## src/rtl/kdtree_stream_router_if.sv

```systemverilog
// Bundle of the router's load handshake, FIFO head and memory-write buses.
// Latency: none; this is wiring only.
// Backpressure: the FIFO side is show-ahead; the router pops with in_fifo_deq.
interface kdtree_stream_router_if #(
   parameter int DATA_WIDTH = 11,
   parameter int LEAF_SIZE  = 8,
   parameter int PATCH_SIZE = 5,
   parameter int NUM_LEAVES = 64,
   parameter int NUM_QUERYS = 494
);
   localparam int NUM_NODES = NUM_LEAVES - 1;

   logic                               load_kdtree;
   logic [DATA_WIDTH-1:0]              in_fifo_rdata;
   logic                               in_fifo_rempty_n;
   logic                               in_fifo_deq;

   logic                               node_wen;
   logic [$clog2(NUM_NODES)-1:0]       node_waddr;
   logic [2*DATA_WIDTH-1:0]            node_wdata;

   logic                               leaf_wen;
   logic [$clog2(NUM_LEAVES)-1:0]      leaf_waddr;
   logic [$clog2(LEAF_SIZE)-1:0]       leaf_wslot;
   logic [PATCH_SIZE*DATA_WIDTH-1:0]   leaf_wdata;
   logic [DATA_WIDTH-1:0]              leaf_widx;

   logic                               query_wen;
   logic [$clog2(NUM_QUERYS)-1:0]      query_waddr;
   logic [PATCH_SIZE*DATA_WIDTH-1:0]   query_wdata;

   logic                               busy;
   logic                               load_done;

   // router side
   modport master (
      input  load_kdtree, in_fifo_rdata, in_fifo_rempty_n,
      output in_fifo_deq,
      output node_wen, node_waddr, node_wdata,
      output leaf_wen, leaf_waddr, leaf_wslot, leaf_wdata, leaf_widx,
      output query_wen, query_waddr, query_wdata,
      output busy, load_done
   );

   // host FIFO / memory side
   modport slave (
      output load_kdtree, in_fifo_rdata, in_fifo_rempty_n,
      input  in_fifo_deq,
      input  node_wen, node_waddr, node_wdata,
      input  leaf_wen, leaf_waddr, leaf_wslot, leaf_wdata, leaf_widx,
      input  query_wen, query_waddr, query_wdata,
      input  busy, load_done
   );
endinterface

```

## src/rtl/kdtree_stream_router.sv

```systemverilog
// Drains the host word stream into node, leaf and query memories (KDTREE_ROUTER_QUERY_EN enables the query phase).
// Latency: one wide write strobe the cycle after a record's last word is popped; 1 word/cycle.
// Backpressure: pops only when the FIFO head is valid; empty cycles stall assembly without loss.
module kdtree_stream_router #(
   parameter int DATA_WIDTH = 11,
   parameter int LEAF_SIZE  = 8,
   parameter int PATCH_SIZE = 5,
   parameter int NUM_LEAVES = 64,
   parameter int NUM_QUERYS = 494
) (
   input logic                     clk,
   input logic                     rst,
   kdtree_stream_router_if.master  io
);
   localparam int DW        = DATA_WIDTH;
   localparam int NUM_NODES = NUM_LEAVES - 1;
   localparam int NAW       = $clog2(NUM_NODES);
   localparam int LAW       = $clog2(NUM_LEAVES);
   localparam int SW        = $clog2(LEAF_SIZE);
   localparam int QAW       = $clog2(NUM_QUERYS);
   localparam int PW        = PATCH_SIZE * DW;
   localparam int WCW       = $clog2(PATCH_SIZE + 1);

   localparam logic [NAW-1:0] NODE_LAST  = NAW'(NUM_NODES - 1);
   localparam logic [LAW-1:0] LEAF_LAST  = LAW'(NUM_LEAVES - 1);
   localparam logic [SW-1:0]  SLOT_LAST  = SW'(LEAF_SIZE - 1);
   localparam logic [WCW-1:0] WC_NODE    = WCW'(1);
   localparam logic [WCW-1:0] WC_LEAF    = WCW'(PATCH_SIZE);

   typedef enum logic [2:0] {
      IDLE    = 3'd0,
      NODES   = 3'd1,
      LEAVES  = 3'd2,
      QUERIES = 3'd3,
      DONE    = 3'd4
   } state_t;

   state_t          state;
   logic [WCW-1:0]  wcnt;
   logic [PW-1:0]   asm_q;
   logic [PW-1:0]   asm_nxt;
   logic [NAW-1:0]  node_cnt;
   logic [LAW-1:0]  leaf_cnt;
   logic [SW-1:0]   slot_cnt;
   logic            deq;

   logic            node_wen;
   logic [NAW-1:0]  node_waddr;
   logic [2*DW-1:0] node_wdata;
   logic            leaf_wen;
   logic [LAW-1:0]  leaf_waddr;
   logic [SW-1:0]   leaf_wslot;
   logic [PW-1:0]   leaf_wdata;
   logic [DW-1:0]   leaf_widx;
   logic            busy;
   logic            load_done;

`ifdef KDTREE_ROUTER_QUERY_EN
   localparam logic [QAW-1:0] QUERY_LAST = QAW'(NUM_QUERYS - 1);
   localparam logic [WCW-1:0] WC_QUERY   = WCW'(PATCH_SIZE - 1);
   logic [QAW-1:0]  query_cnt;
   logic            query_wen;
   logic [QAW-1:0]  query_waddr;
   logic [PW-1:0]   query_wdata;
`endif

   // Pop whenever a word is offered during one of the three load phases.
   assign deq = io.in_fifo_rempty_n &&
                ((state == NODES) || (state == LEAVES) || (state == QUERIES));

   // Assembly register with the current head word dropped into slot wcnt (word k at bits k*DW).
   always_comb begin
      asm_nxt = asm_q;
      for (int k = 0; k < PATCH_SIZE; k++) begin
         if (wcnt == WCW'(k)) asm_nxt[k*DW +: DW] = io.in_fifo_rdata;
      end
   end

   // Load FSM: word counting, record assembly and registered write strobes.
   always_ff @(posedge clk) begin
      if (rst) begin
         state      <= IDLE;
         wcnt       <= '0;
         asm_q      <= '0;
         node_cnt   <= '0;
         leaf_cnt   <= '0;
         slot_cnt   <= '0;
         node_wen   <= 1'b0;
         node_waddr <= '0;
         node_wdata <= '0;
         leaf_wen   <= 1'b0;
         leaf_waddr <= '0;
         leaf_wslot <= '0;
         leaf_wdata <= '0;
         leaf_widx  <= '0;
         busy       <= 1'b0;
         load_done  <= 1'b0;
`ifdef KDTREE_ROUTER_QUERY_EN
         query_cnt   <= '0;
         query_wen   <= 1'b0;
         query_waddr <= '0;
         query_wdata <= '0;
`endif
      end else begin
         node_wen <= 1'b0;
         leaf_wen <= 1'b0;
`ifdef KDTREE_ROUTER_QUERY_EN
         query_wen <= 1'b0;
`endif
         case (state)
            IDLE, DONE: begin
               if (io.load_kdtree) begin
                  state     <= NODES;
                  busy      <= 1'b1;
                  load_done <= 1'b0;
                  wcnt      <= '0;
                  asm_q     <= '0;
                  node_cnt  <= '0;
                  leaf_cnt  <= '0;
                  slot_cnt  <= '0;
`ifdef KDTREE_ROUTER_QUERY_EN
                  query_cnt <= '0;
`endif
               end
            end
            NODES: begin
               if (deq) begin
                  if (wcnt == WC_NODE) begin
                     node_wen   <= 1'b1;
                     node_waddr <= node_cnt;
                     node_wdata <= asm_nxt[2*DW-1:0];
                     wcnt       <= '0;
                     if (node_cnt == NODE_LAST) state <= LEAVES;
                     else                       node_cnt <= node_cnt + 1'b1;
                  end else begin
                     asm_q <= asm_nxt;
                     wcnt  <= wcnt + 1'b1;
                  end
               end
            end
            LEAVES: begin
               if (deq) begin
                  if (wcnt == WC_LEAF) begin
                     // sixth word is the patch's original-image index, not data
                     leaf_wen   <= 1'b1;
                     leaf_waddr <= leaf_cnt;
                     leaf_wslot <= slot_cnt;
                     leaf_wdata <= asm_q;
                     leaf_widx  <= io.in_fifo_rdata;
                     wcnt       <= '0;
                     if (slot_cnt == SLOT_LAST) begin
                        slot_cnt <= '0;
                        if (leaf_cnt == LEAF_LAST) begin
`ifdef KDTREE_ROUTER_QUERY_EN
                           state <= QUERIES;
`else
                           state     <= DONE;
                           busy      <= 1'b0;
                           load_done <= 1'b1;
`endif
                        end else begin
                           leaf_cnt <= leaf_cnt + 1'b1;
                        end
                     end else begin
                        slot_cnt <= slot_cnt + 1'b1;
                     end
                  end else begin
                     asm_q <= asm_nxt;
                     wcnt  <= wcnt + 1'b1;
                  end
               end
            end
`ifdef KDTREE_ROUTER_QUERY_EN
            QUERIES: begin
               if (deq) begin
                  if (wcnt == WC_QUERY) begin
                     query_wen   <= 1'b1;
                     query_waddr <= query_cnt;
                     query_wdata <= asm_nxt;
                     wcnt        <= '0;
                     if (query_cnt == QUERY_LAST) begin
                        state     <= DONE;
                        busy      <= 1'b0;
                        load_done <= 1'b1;
                     end else begin
                        query_cnt <= query_cnt + 1'b1;
                     end
                  end else begin
                     asm_q <= asm_nxt;
                     wcnt  <= wcnt + 1'b1;
                  end
               end
            end
`endif
            default: begin
               state     <= IDLE;
               busy      <= 1'b0;
               load_done <= 1'b0;
            end
         endcase
      end
   end

   assign io.in_fifo_deq = deq;
   assign io.node_wen    = node_wen;
   assign io.node_waddr  = node_waddr;
   assign io.node_wdata  = node_wdata;
   assign io.leaf_wen    = leaf_wen;
   assign io.leaf_waddr  = leaf_waddr;
   assign io.leaf_wslot  = leaf_wslot;
   assign io.leaf_wdata  = leaf_wdata;
   assign io.leaf_widx   = leaf_widx;
   assign io.busy        = busy;
   assign io.load_done   = load_done;
`ifdef KDTREE_ROUTER_QUERY_EN
   assign io.query_wen   = query_wen;
   assign io.query_waddr = query_waddr;
   assign io.query_wdata = query_wdata;
`else
   assign io.query_wen   = 1'b0;
   assign io.query_waddr = QAW'(0);
   assign io.query_wdata = PW'(0);
`endif
endmodule

```

## src/flat_wrapper.sv

```systemverilog
// flat-port wrapper written by rule: the top's interface ports become plain ports
module kdtree_stream_router_flat 
#(
   parameter int DATA_WIDTH = 11,
   parameter int LEAF_SIZE  = 8,
   parameter int PATCH_SIZE = 5,
   parameter int NUM_LEAVES = 64,
   parameter int NUM_QUERYS = 494
)
  (clk, rst, io_load_kdtree, io_in_fifo_rdata, io_in_fifo_rempty_n, io_in_fifo_deq, io_node_wen, io_node_waddr, io_node_wdata, io_leaf_wen, io_leaf_waddr, io_leaf_wslot, io_leaf_wdata, io_leaf_widx, io_query_wen, io_query_waddr, io_query_wdata, io_busy, io_load_done);
  kdtree_stream_router_if #(.DATA_WIDTH(DATA_WIDTH), .LEAF_SIZE(LEAF_SIZE), .PATCH_SIZE(PATCH_SIZE), .NUM_LEAVES(NUM_LEAVES), .NUM_QUERYS(NUM_QUERYS)) io_i ();
  input logic clk;
  input logic rst;
  input wire logic [$bits(io_i.load_kdtree)-1:0] io_load_kdtree;
  input wire logic [$bits(io_i.in_fifo_rdata)-1:0] io_in_fifo_rdata;
  input wire logic [$bits(io_i.in_fifo_rempty_n)-1:0] io_in_fifo_rempty_n;
  output wire logic [$bits(io_i.in_fifo_deq)-1:0] io_in_fifo_deq;
  output wire logic [$bits(io_i.node_wen)-1:0] io_node_wen;
  output wire logic [$bits(io_i.node_waddr)-1:0] io_node_waddr;
  output wire logic [$bits(io_i.node_wdata)-1:0] io_node_wdata;
  output wire logic [$bits(io_i.leaf_wen)-1:0] io_leaf_wen;
  output wire logic [$bits(io_i.leaf_waddr)-1:0] io_leaf_waddr;
  output wire logic [$bits(io_i.leaf_wslot)-1:0] io_leaf_wslot;
  output wire logic [$bits(io_i.leaf_wdata)-1:0] io_leaf_wdata;
  output wire logic [$bits(io_i.leaf_widx)-1:0] io_leaf_widx;
  output wire logic [$bits(io_i.query_wen)-1:0] io_query_wen;
  output wire logic [$bits(io_i.query_waddr)-1:0] io_query_waddr;
  output wire logic [$bits(io_i.query_wdata)-1:0] io_query_wdata;
  output wire logic [$bits(io_i.busy)-1:0] io_busy;
  output wire logic [$bits(io_i.load_done)-1:0] io_load_done;
  assign io_i.load_kdtree = io_load_kdtree;
  assign io_i.in_fifo_rdata = io_in_fifo_rdata;
  assign io_i.in_fifo_rempty_n = io_in_fifo_rempty_n;
  assign io_in_fifo_deq = io_i.in_fifo_deq;
  assign io_node_wen = io_i.node_wen;
  assign io_node_waddr = io_i.node_waddr;
  assign io_node_wdata = io_i.node_wdata;
  assign io_leaf_wen = io_i.leaf_wen;
  assign io_leaf_waddr = io_i.leaf_waddr;
  assign io_leaf_wslot = io_i.leaf_wslot;
  assign io_leaf_wdata = io_i.leaf_wdata;
  assign io_leaf_widx = io_i.leaf_widx;
  assign io_query_wen = io_i.query_wen;
  assign io_query_waddr = io_i.query_waddr;
  assign io_query_wdata = io_i.query_wdata;
  assign io_busy = io_i.busy;
  assign io_load_done = io_i.load_done;
  kdtree_stream_router #(.DATA_WIDTH(DATA_WIDTH), .LEAF_SIZE(LEAF_SIZE), .PATCH_SIZE(PATCH_SIZE), .NUM_LEAVES(NUM_LEAVES), .NUM_QUERYS(NUM_QUERYS)) u_core (.clk(clk), .rst(rst), .io(io_i));
endmodule
```

## config.mk

```make
export PLATFORM = sky130hd
export DESIGN_NAME = kdtree_stream_router_flat
export DESIGN_NICKNAME = d
export VERILOG_FILES = /design/src/rtl/kdtree_stream_router_if.sv /design/src/rtl/kdtree_stream_router.sv /design/src/flat_wrapper.sv
export SDC_FILE = /design/constraint.sdc
export NUM_CORES = 1
export LEC_CHECK = 0
export ABC_CLOCK_PERIOD_IN_PS = 4000
export CORE_ASPECT_RATIO = 1.5
export CORE_MARGIN = 2
export CORE_UTILIZATION = 50
export CTS_CLUSTER_DIAMETER = 200
export DETAILED_ROUTE_END_ITERATION = 10
export GPL_ROUTABILITY_DRIVEN = 0
export PLACE_DENSITY = 0.81
export SYNTH_ARGS = -nofsm -noshare
export SYNTH_HDL_FRONTEND = slang
export SYNTH_SLANG_ARGS = --single-unit
```

## constraint.sdc

```tcl
create_clock -name clk -period 4 [get_ports clk]
set_input_delay 1.2 -clock clk [delete_from_list [all_inputs] [get_ports clk]]
set_output_delay 1.2 -clock clk [all_outputs]
set_load 0.01 [all_outputs]
```

# --- Word level (Yosys, flattened, before mapping) ---
# Cells that the tools add are included.
op_classes:
  addsub: 4
  n_eq_ne: 24
  n_bitwise: 3
  n_mux: 54
  n_reduce_logical: 20
op_table:
  columns: ["op", "count"]
  rows:
  - ["$mux 55", 5]
  - ["$pmux 55 s3", 1]
  - ["$mux 11", 5]
  - ["$mux 3", 16]
  - ["$mux 6", 8]
  - ["$ne 2x2->1 const B", 12]
  - ["$pmux 6 s2", 2]
  - ["$pmux 3 s3", 2]
  - ["$reduce_and 6->1", 3]
  - ["$add 6x1->6 const B", 2]
  - ["$eq 3x2->1 const B", 4]
  - ["$eq 3x3->1 const B", 4]
  - ["$eq 6x6->1 const B", 2]
  - ["$mux 1", 12]
  - ["$reduce_and 4->1", 2]
  - ["$reduce_and 8->1", 1]
  - ["$add 3x1->3 const B", 2]
  - ["$eq 3x1->1 const B", 2]
  - ["$logic_not 3->1", 2]
  - ["$pmux 1 s3", 2]
  - ["$pmux 3 s2", 1]
  - ["$reduce_and 3->1", 2]
  - ["$reduce_or 3->1", 2]
  - ["$reduce_and 5->1", 1]
  - ["other kinds (6)", 10]
word_totals:
  inputBits: 15
  output_inout_bits: 173
  reg_bits: 183
  elab_cells: 121

# --- Longest topological paths before layout ---
# Gate-level depths: netlist of the first run.
depth:
  word_depth: 6
  depth_mapped: 8
  depth_no_buf: 6

# --- Least setup slack after synthesis of the first run ---
# Ideal clock, no wire load.
synth_path:
  kind: "input to output"
  start: "in io_in_fifo_rempty_n"
  end: "out io_in_fifo_deq"
  required_ns: 2.800
  path_slack_ns: 1.331
  cell_stages: 2
  t_arrival_ns: 1.469
  n_path_buf: 0
  cell_sequence: "nand2b_1 > nor2_1"
synth_between:
  elab_chain_cells: 1
synth_rtl:
  columns: ["item", "line_no", "text"]
  rows:
  - ["start, declared", "flat_wrapper.sv:16", "input wire logic [$bits(io_i.in_fifo_rempty_n)-1:0] io_in_fifo_rempty_n;"]
  - ["$logic_and 1x1->1", "kdtree_stream_router.sv:68", "assign deq = io.in_fifo_rempty_n &&"]
  - ["end, declared", "flat_wrapper.sv:17", "output wire logic [$bits(io_i.in_fifo_deq)-1:0] io_in_fifo_deq;"]
# No other way between the ends.

# --- Worst setup path after layout of the first run ---
# Same ends and word-level chain as after synthesis.

==> out/summary.txt, run 1 <==
Status: finished, final reports clean
Worst-case reg-to-reg path depth: 5
Yosys cell types: 50
Hpwl dp: 12,600 um
Clock buffer count from CTS: 17
Largest net degree at the start of global routing: 76
GRT overflow: 0
Worst setup margin: 0.350 ns
Core area: 15,100 sq um
Period Utilization, post-route: 0.912
Least-Margin Pin Slew: 1.08 ns
Worst Setup End Kind: output port
Vias per inst: 5.46
H-tree levels: 4
Final hold violation count: 0
CP startpoint kind: primary input
DRC violations left: 0
Die Area: 16,500 sq um
Slew Limit Headroom: 0.277
Worst Hold Class: reg2reg
Yosys warning count: 0
Placed cell areas: 8690 sq um
Die width: 105 um
All-Layer GR Usage: 0.232
Setup Crit Path Kind: in2out
Layout Utilization: 0.616
Most common cell after layout, fill and taps aside: nand2_1
Worst Hold Launch: u_core.asm_q[29]
R2r startpoint: u_core.state[1]
Die height: 156 um
CP arrival: 2.45 ns
Number of enable flip-flop cells after synthesis: 0
Final Cell Area: 9290 sq um
Post-CTS setup buffers: 0
Wire per inst: 16.2 um
Global-route wire length before repair: 30,500 um
Synthesized flop and latch total: 183
Unrepaired setup endpoints after global routing: no
CP max-delay cell: clkdlybuf4s50_1
PortBufs: 122
Clk root buf: clkbuf_16
Max-slew violations: 0
Min Tclk post-route: 3.65 ns
Initial Util: 0.512
Final net count: 1,012
Worst-path cell chain: clkdlybuf4s50_1, nand2b_1, nor2_1, clkdlybuf4s50_1
Layout cell share with drive strength beyond 1: 0.0608
Drt first-iter violations: 404
Non-Filler Instances: 1,202
Async SR Flop Fraction: 0
Initial antenna violation count: 0
Hold EP: u_core.io.leaf_wdata[29]
Critical Path Most Common Cell: clkdlybuf4s50_1
Setup Viol. Count Final: 0
Total power: 4.32 mW
Worst slack, placed: 0.334 ns
Clock Skews: 0.00817 ns
Routed via count: 6,560
Total negative slack: 0 ns
Cts repair resizes: 0
Cell depth of the worst hold path: 2
Register area share after synthesis: 0.475
Total I/O pin count: 188
R2r setup slk: 1.38 ns
Area growth, synth to finish: 20.3%
Site Rows: 55
Commonest cells after routing, fill and taps aside: 212 x nand2_1, 183 x dfxtp_1, 130 x a21oi_1
ANT nets after route: 0
Leak: 3.24 nW
Hold WS: 0.451 ns
Drt pass-1 iters: 4
Syn avg cell area: 8.43 sq um
Worst-case clock buffer depth: 2
Post-synthesis cell area: 7720 sq um
Hold_buf cts: 0
Critical Path RT: 2.80 ns
Worst-Skew Late Latency: 0.42 ns
Pwr Density: 465 nW/um^2
Worst-path clk slew: 0.07 ns
Cell count after synthesis: 916
Crit-path max cell delay: 0.55 ns
Critical Path Fanout Max: 3
Maximum vdd drop: 0.275 mV
Vias in the first global route: 5,934
Fmax: 274 MHz
CTS Sinks: 183
# diodes: 0
Reg2reg end: u_core.io.leaf_widx[8]
Routed WL: 19,500 um
Most common flop cell mapped by yosys: dfxtp_1
CTS tree: done
Max-cap violations: 0
DP Cell Count: 1,171
-- critical path: cells and delay by family --
family	cells	cell delay [ns]
simple gates	2	0.22
buf+inv	2	1.02
-- state kept, by name, indices dropped and copies added (netlist names) --
register	flops
u_core.asm_q	55
u_core.io.leaf_wslot	3
u_core.io.leaf_wdata	55
u_core.io.busy	1
u_core.node_cnt	6
u_core.io.node_wen	1
u_core.io.leaf_waddr	6
u_core.io.leaf_widx	11
u_core.io.node_waddr	6
u_core.io.node_wdata	22
u_core.io.load_done	1
u_core.slot_cnt	3
u_core.state	3
u_core.leaf_cnt	6
u_core.wcnt	3
u_core.io.leaf_wen	1
-- power by group --
part / switching [mW] / total (mW) / internal (mW)
logic: 0.450 / 0.668 / 0.218
clock network: 0.700 / 1.69 / 0.991
registers: 0.0723 / 1.96 / 1.89
-- synth_stat cells, types with 4 or more instances --
cell type / number / share of area
nor2b_1: 4 / 0.0032
o21ai_0: 28 / 0.018
nor3b_1: 5 / 0.0049
nand3_1: 18 / 0.012
a211oi_1: 13 / 0.013
buf_2: 17 / 0.011
a21oi_1: 130 / 0.084
a22o_1: 23 / 0.026
buf_6: 4 / 0.0058
nor3_1: 4 / 0.0026
inv_1: 8 / 0.0039
buf_4: 79 / 0.077
nand2_1: 212 / 0.10
nand4_1: 24 / 0.019
or3_1: 5 / 0.0041
dfxtp_1: 183 / 0.47
ha_1: 6 / 0.0097
o31ai_1: 6 / 0.0058
clkbuf_1: 43 / 0.021
nor2_1: 22 / 0.011
or4_1: 6 / 0.0058
or3b_2: 5 / 0.0057
mux2i_1: 25 / 0.032
and3_1: 6 / 0.0049
-- worst max-delay path by stage --
stage,from,depth (start not counted),endpoint,slack (ns)
after CTS,io_in_fifo_rempty_n,4,io_in_fifo_deq,0.34
after global placement,io_in_fifo_rempty_n,4,io_in_fifo_deq,0.36
after detailed placement,io_in_fifo_rempty_n,4,io_in_fifo_deq,0.33
after global routing,io_in_fifo_rempty_n,4,io_in_fifo_deq,0.27
after floorplan,io_in_fifo_rempty_n,2,io_in_fifo_deq,1.33
final,io_in_fifo_rempty_n,4,io_in_fifo_deq,0.35
-- routing by layer --
| layer | up-vias | routed length, um | global-route usage |
|---|---|---|---|
| met3 | 37 | 1190 | 0.0368 |
| met5 | - | 0 | 0 |
| met4 | 0 | 630 | 0.111 |
| li1 | 3161 | - | - |
| met2 | 274 | 10100 | 0.412 |
| met1 | 3088 | 7560 | 0.272 |
-- cell type report --
type | count | area, sq um
multi-input cells | 644 | 3400
repair buffers | 137 | 1340
well taps | 199 | 249
clock inverters | 9 | 116
clock buffers | 22 | 484
fillers | 1271 | 5780
inverters | 8 | 30.0
flip-flops and latches | 183 | 3660
-- cell families after synthesis --
kind of cell / synth area share
simple gates: 0.195
compound gates: 0.165
buf+inv: 0.119
other cells: 0.000486
fa+ha+maj: 0.00972
flops: 0.475
xor+xnor: 0.00324
mux: 0.0324
(Power assumes the default switching activity.)
==> run 2, diff against run 1 <==
--- a/config.mk
+++ b/config.mk
@@ -12,6 +12,7 @@
 export CTS_CLUSTER_DIAMETER = 200
 export DETAILED_ROUTE_END_ITERATION = 10
 export GPL_ROUTABILITY_DRIVEN = 0
+export GPL_TIMING_DRIVEN = 0
 export PLACE_DENSITY = 0.81
 export SYNTH_ARGS = -nofsm -noshare
 export SYNTH_HDL_FRONTEND = slang
==> run 2 against run 1 <==
  * Largest cell class unchanged
  * Register-to-register slack improved by 0.31 ns
  * Critical path depth did not move
  * Cell count rose by 10%
  * Hold slack got worse by 0.0033 ns
  * Wire length rose by 5.9%
  * Design area rose by 6.7%
  * Utilization rose by 4.1 points
==> out/summary.txt, run 2 (synthesized netlist as in run 1, its figures left out) <==
Initial Util: 0.512
Setup Viol. Count Final: 0
Largest net degree at the start of global routing: 18
Drt pass-1 iters: 6
Post-CTS setup buffers: 0
Maximum vdd drop: 0.320 mV
CTS Sinks: 183
Total I/O pin count: 188
GRT overflow: 0
DRC violations left: 0
Largest regs: u_core.asm_q x55, u_core.io.leaf_wdata x55, u_core.io.node_wdata x22
Routed via count: 7,058
Min Tclk post-route: 3.94 ns
Total negative slack: 0 ns
Worst Hold Class: reg2reg
Worst-path clk slew: 0.07 ns
Clk root buf: clkbuf_16
Period Utilization, post-route: 0.985
Max-slew violations: 0
PortBufs: 111
Initial antenna violation count: 0
Placed cell areas: 9320 sq um
Non-Filler Instances: 1,322
Leak: 3.70 nW
Vias per inst: 5.34
Pwr Density: 443 nW/um^2
Drt first-iter violations: 554
DP Cell Count: 1,290
Core area: 15,100 sq um
R2r setup slk: 1.69 ns
Hold_buf cts: 0
Global-route wire length before repair: 32,200 um
Status: finished, final reports clean
Setup Crit Path Kind: in2out
Clock Skews: 0.00774 ns
Fmax: 254 MHz
All-Layer GR Usage: 0.245
Vias in the first global route: 6,383
Area growth, synth to finish: 28.4%
Worst Setup End Kind: output port
Least-Margin Pin Slew: 0.836 ns
CP arrival: 2.74 ns
Die width: 105 um
Critical Path Fanout Max: 8
Worst-Skew Late Latency: 0.44 ns
Most common cell after layout, fill and taps aside: nand2_1
Critical Path RT: 2.80 ns
Final Cell Area: 9910 sq um
Wire per inst: 15.6 um
Final net count: 1,131
Layout cell share with drive strength beyond 1: 0.126
Slew Limit Headroom: 0.443
Cts repair resizes: 0
Worst-case clock buffer depth: 2
CP startpoint kind: primary input
Clock buffer count from CTS: 17
Hpwl dp: 14,900 um
# diodes: 0
CTS tree: done
Routed WL: 20,700 um
Final hold violation count: 0
Die height: 156 um
H-tree levels: 4
Site Rows: 55
Unrepaired setup endpoints after global routing: no
Commonest cells after routing, fill and taps aside: 212 x nand2_1, 183 x dfxtp_1, 130 x a21oi_1
Max-cap violations: 0
ANT nets after route: 0
Die Area: 16,500 sq um
[run 2: per-stage QoR]
| step | setup slack [ns] | util | total power, mW | hold WS [ns] |
|---|---|---|---|---|
| 2_1_floorplan | 1.33 | - | 2.52 | 0.428 |
| 3_5_place_dp | 0.0883 | 0.618 | 2.71 | 0.445 |
| 4_1_cts | 0.0781 | 0.658 | 4.37 | 0.453 |
| 3_3_place_gp | 0.0809 | 0.618 | 2.70 | 0.438 |
| 6_report | 0.0585 | 0.658 | 4.39 | 0.447 |
| 5_1_grt | 0.00892 | 0.658 | 4.54 | 0.470 |
[run 2: critical path, stage by stage]
cell	delay [ns]
clkdlybuf4s50_1	0.63
nand2b_1	0.16
nor2_1	0.19
clkdlybuf4s50_1	0.56
[run 2: area by class of cell]
| class | count | area [sq um] |
|---|---|---|
| buffer | 145 | 892 |
| inverter | 8 | 30.0 |
| tap | 199 | 249 |
| fill | 1262 | 5160 |
| multi-input combinational | 644 | 3370 |
| sequential | 183 | 3660 |
| timing repair buffer | 111 | 1110 |
| clock buffer | 18 | 429 |
| clock inverter | 14 | 163 |
[run 2: report_power, final]
part	internal, mW	switching (mW)
Sequential	1.89	0.0467
Clock	0.938	0.753
Combinational	0.269	0.492
[run 2: layer usage]
metal	up-vias	GRT usage	share of wire
met3	51	0.0472	0.076
li1	3398	-	-
met2	328	0.456	0.52
met1	3281	0.275	0.38
met5	-	0	0
met4	0	0.0883	0.029
[run 2: worst paths after layout]
| kind | start | endpoint | cells after the start |
|---|---|---|---|
| worst min-delay path | u_core.asm_q[29] | u_core.io.leaf_wdata[29] | 2 |
| worst min register to register | u_core.asm_q[29] | u_core.io.leaf_wdata[29] | 2 |
| worst max-delay path | io_in_fifo_rempty_n | io_in_fifo_deq | 4 |
| worst max register to register | u_core.state[0] | u_core.asm_q[28] | 6 |
==> run 3, diff against run 2 <==
--- a/config.mk
+++ b/config.mk
@@ -13,6 +13,7 @@
 export DETAILED_ROUTE_END_ITERATION = 10
 export GPL_ROUTABILITY_DRIVEN = 0
 export GPL_TIMING_DRIVEN = 0
+export HOLD_SLACK_MARGIN = 0.02
 export PLACE_DENSITY = 0.81
 export SYNTH_ARGS = -nofsm -noshare
 export SYNTH_HDL_FRONTEND = slang
==> constraint.sdc (replaced) <==
create_clock -name clk -period 4 [get_ports clk]
set_input_delay 1.2 -clock clk [delete_from_list [all_inputs] [get_ports clk]]
set_output_delay 1.2 -clock clk [all_outputs]
set_load 0.02 [all_outputs]
==> run 3 against run 2 <==
  * Design area hardly changed
  * Largest cell class unchanged
  * Worst setup slack better by 0.31 ns
  * Clock power hardly changed
  * Via count about the same
  * Cell count did not move
  * First-iteration DRC count increased by 4.2%
  * Hold slack did not move
  * Combinational power increased by 4.9%
  * Wire length grew 0.28%
  * Clock skew about the same
  * Critical path depth is the same
  * Total power up 0.88%
==> out/summary.txt, run 3 (synthesized netlist as in run 1, its figures left out) <==
All-Layer GR Usage: 0.245
Post-CTS setup buffers: 0
Final Cell Area: 9910 sq um
Initial Util: 0.512
Final net count: 1,131
Total I/O pin count: 188
Clk root buf: clkbuf_16
Worst Hold Launch: u_core.asm_q[29]
Global-route wire length before repair: 32,200 um
Worst slack, placed: 0.0204 ns
Final hold violation count: 0
Die width: 105 um
Maximum vdd drop: 0.320 mV
Status: finished, final reports clean
Total power: 4.43 mW
Setup Crit Path Kind: in2out
Die Area: 16,500 sq um
Initial antenna violation count: 0
Layout Utilization: 0.658
Core area: 15,100 sq um
Routed via count: 7,060
Fmax: 275 MHz
Unrepaired setup endpoints after global routing: no
Period Utilization, post-route: 0.909
Least-Margin Pin Slew: 0.839 ns
Placed cell areas: 9320 sq um
Total negative slack: 0 ns
Clock buffer count from CTS: 17
Area growth, synth to finish: 28.4%
Vias per inst: 5.34
Worst-Skew Late Latency: 0.43 ns
GRT overflow: 0
# diodes: 0
Slew Limit Headroom: 0.441
Worst Setup End Kind: output port
Hold EP: u_core.io.leaf_wdata[29]
Drt pass-1 iters: 5
Site Rows: 55
Hold WS: 0.447 ns
Critical Path Fanout Max: 8
Worst Hold Class: reg2reg
Worst-case reg-to-reg path depth: 6
Largest regs: u_core.asm_q x55, u_core.io.leaf_wdata x55, u_core.io.node_wdata x22
H-tree levels: 4
Clock Skews: 0.00762 ns
R2r startpoint: u_core.state[0]
Hpwl dp: 14,900 um
CTS Sinks: 183
Critical Path RT: 2.80 ns
Most common cell after layout, fill and taps aside: nand2_1
CP startpoint kind: primary input
CTS tree: done
Min Tclk post-route: 3.64 ns
Wire per inst: 15.7 um
Drt first-iter violations: 577
Worst-path clk slew: 0.07 ns
DP Cell Count: 1,290
Commonest cells after routing, fill and taps aside: 212 x nand2_1, 183 x dfxtp_1, 130 x a21oi_1
Cell depth of the worst hold path: 2
Worst setup margin: 0.364 ns
Max-slew violations: 0
Vias in the first global route: 6,383
Routed WL: 20,700 um
PortBufs: 111
Reg2reg end: u_core.asm_q[28]
Non-Filler Instances: 1,322
ANT nets after route: 0
Max-cap violations: 0
Hold_buf cts: 0
Worst-case clock buffer depth: 2
R2r setup slk: 1.68 ns
DRC violations left: 0
Pwr Density: 447 nW/um^2
Setup Viol. Count Final: 0
Layout cell share with drive strength beyond 1: 0.126
Largest net degree at the start of global routing: 18
CP arrival: 2.44 ns
Die height: 156 um
Leak: 3.71 nW
[run 3: cell types whose count changed in the layout (fill, tap and decap cells not counted), sizes merged]
cell           change
clkdlybuf4s50      -1
dlymetal6s2s       +1
[run 3: metal layers]
metal  track usage  part of all wire  vias up
met2         0.456              0.52      320
met3        0.0472             0.072       49
li1              -                 -     3401
met5             0                 0        -
met1         0.275              0.38     3290
met4        0.0883             0.028        0
[run 3: critical path, cell delays in order]
cell and delay (ns):
dlymetal6s2s_1 0.25, nand2b_1 0.16, nor2_1 0.19, clkdlybuf4s50_1 0.63
[run 3: final cells by class]
type | instances | area (sq um)
fillers | 1261 | 5160
flip-flops and latches | 183 | 3660
plain buffers | 145 | 892
inverters | 8 | 30.0
clock buffers | 18 | 429
multi-input cells | 644 | 3370
clock inverters | 14 | 163
repair buffers | 111 | 1110
well taps | 199 | 249
[run 3: worst max-delay path by stage]
stage               cells after the start                 from  slack [ns]        endpoint
CTS                                     4  io_in_fifo_rempty_n        0.01  io_in_fifo_deq
finish                                  4  io_in_fifo_rempty_n        0.36  io_in_fifo_deq
floorplan                               2  io_in_fifo_rempty_n        1.21  io_in_fifo_deq
detailed placement                      4  io_in_fifo_rempty_n        0.02  io_in_fifo_deq
global placement                        4  io_in_fifo_rempty_n        0.01  io_in_fifo_deq
global route                            4  io_in_fifo_rempty_n        0.32  io_in_fifo_deq
[run 3: where the power goes]
| part | internal [mW] | leakage [nW] | switching, mW |
|---|---|---|---|
| Sequential | 1.89 | 1.48 | 0.0470 |
| Combinational | 0.270 | 1.95 | 0.528 |
| Clock | 0.938 | 0.282 | 0.755 |
[run 3: repair_timing]
item	in CTS	in global routing
endpoints found under the setup margin	0	1
hold endpoints to repair	0	0
gates resized for setup	0	1
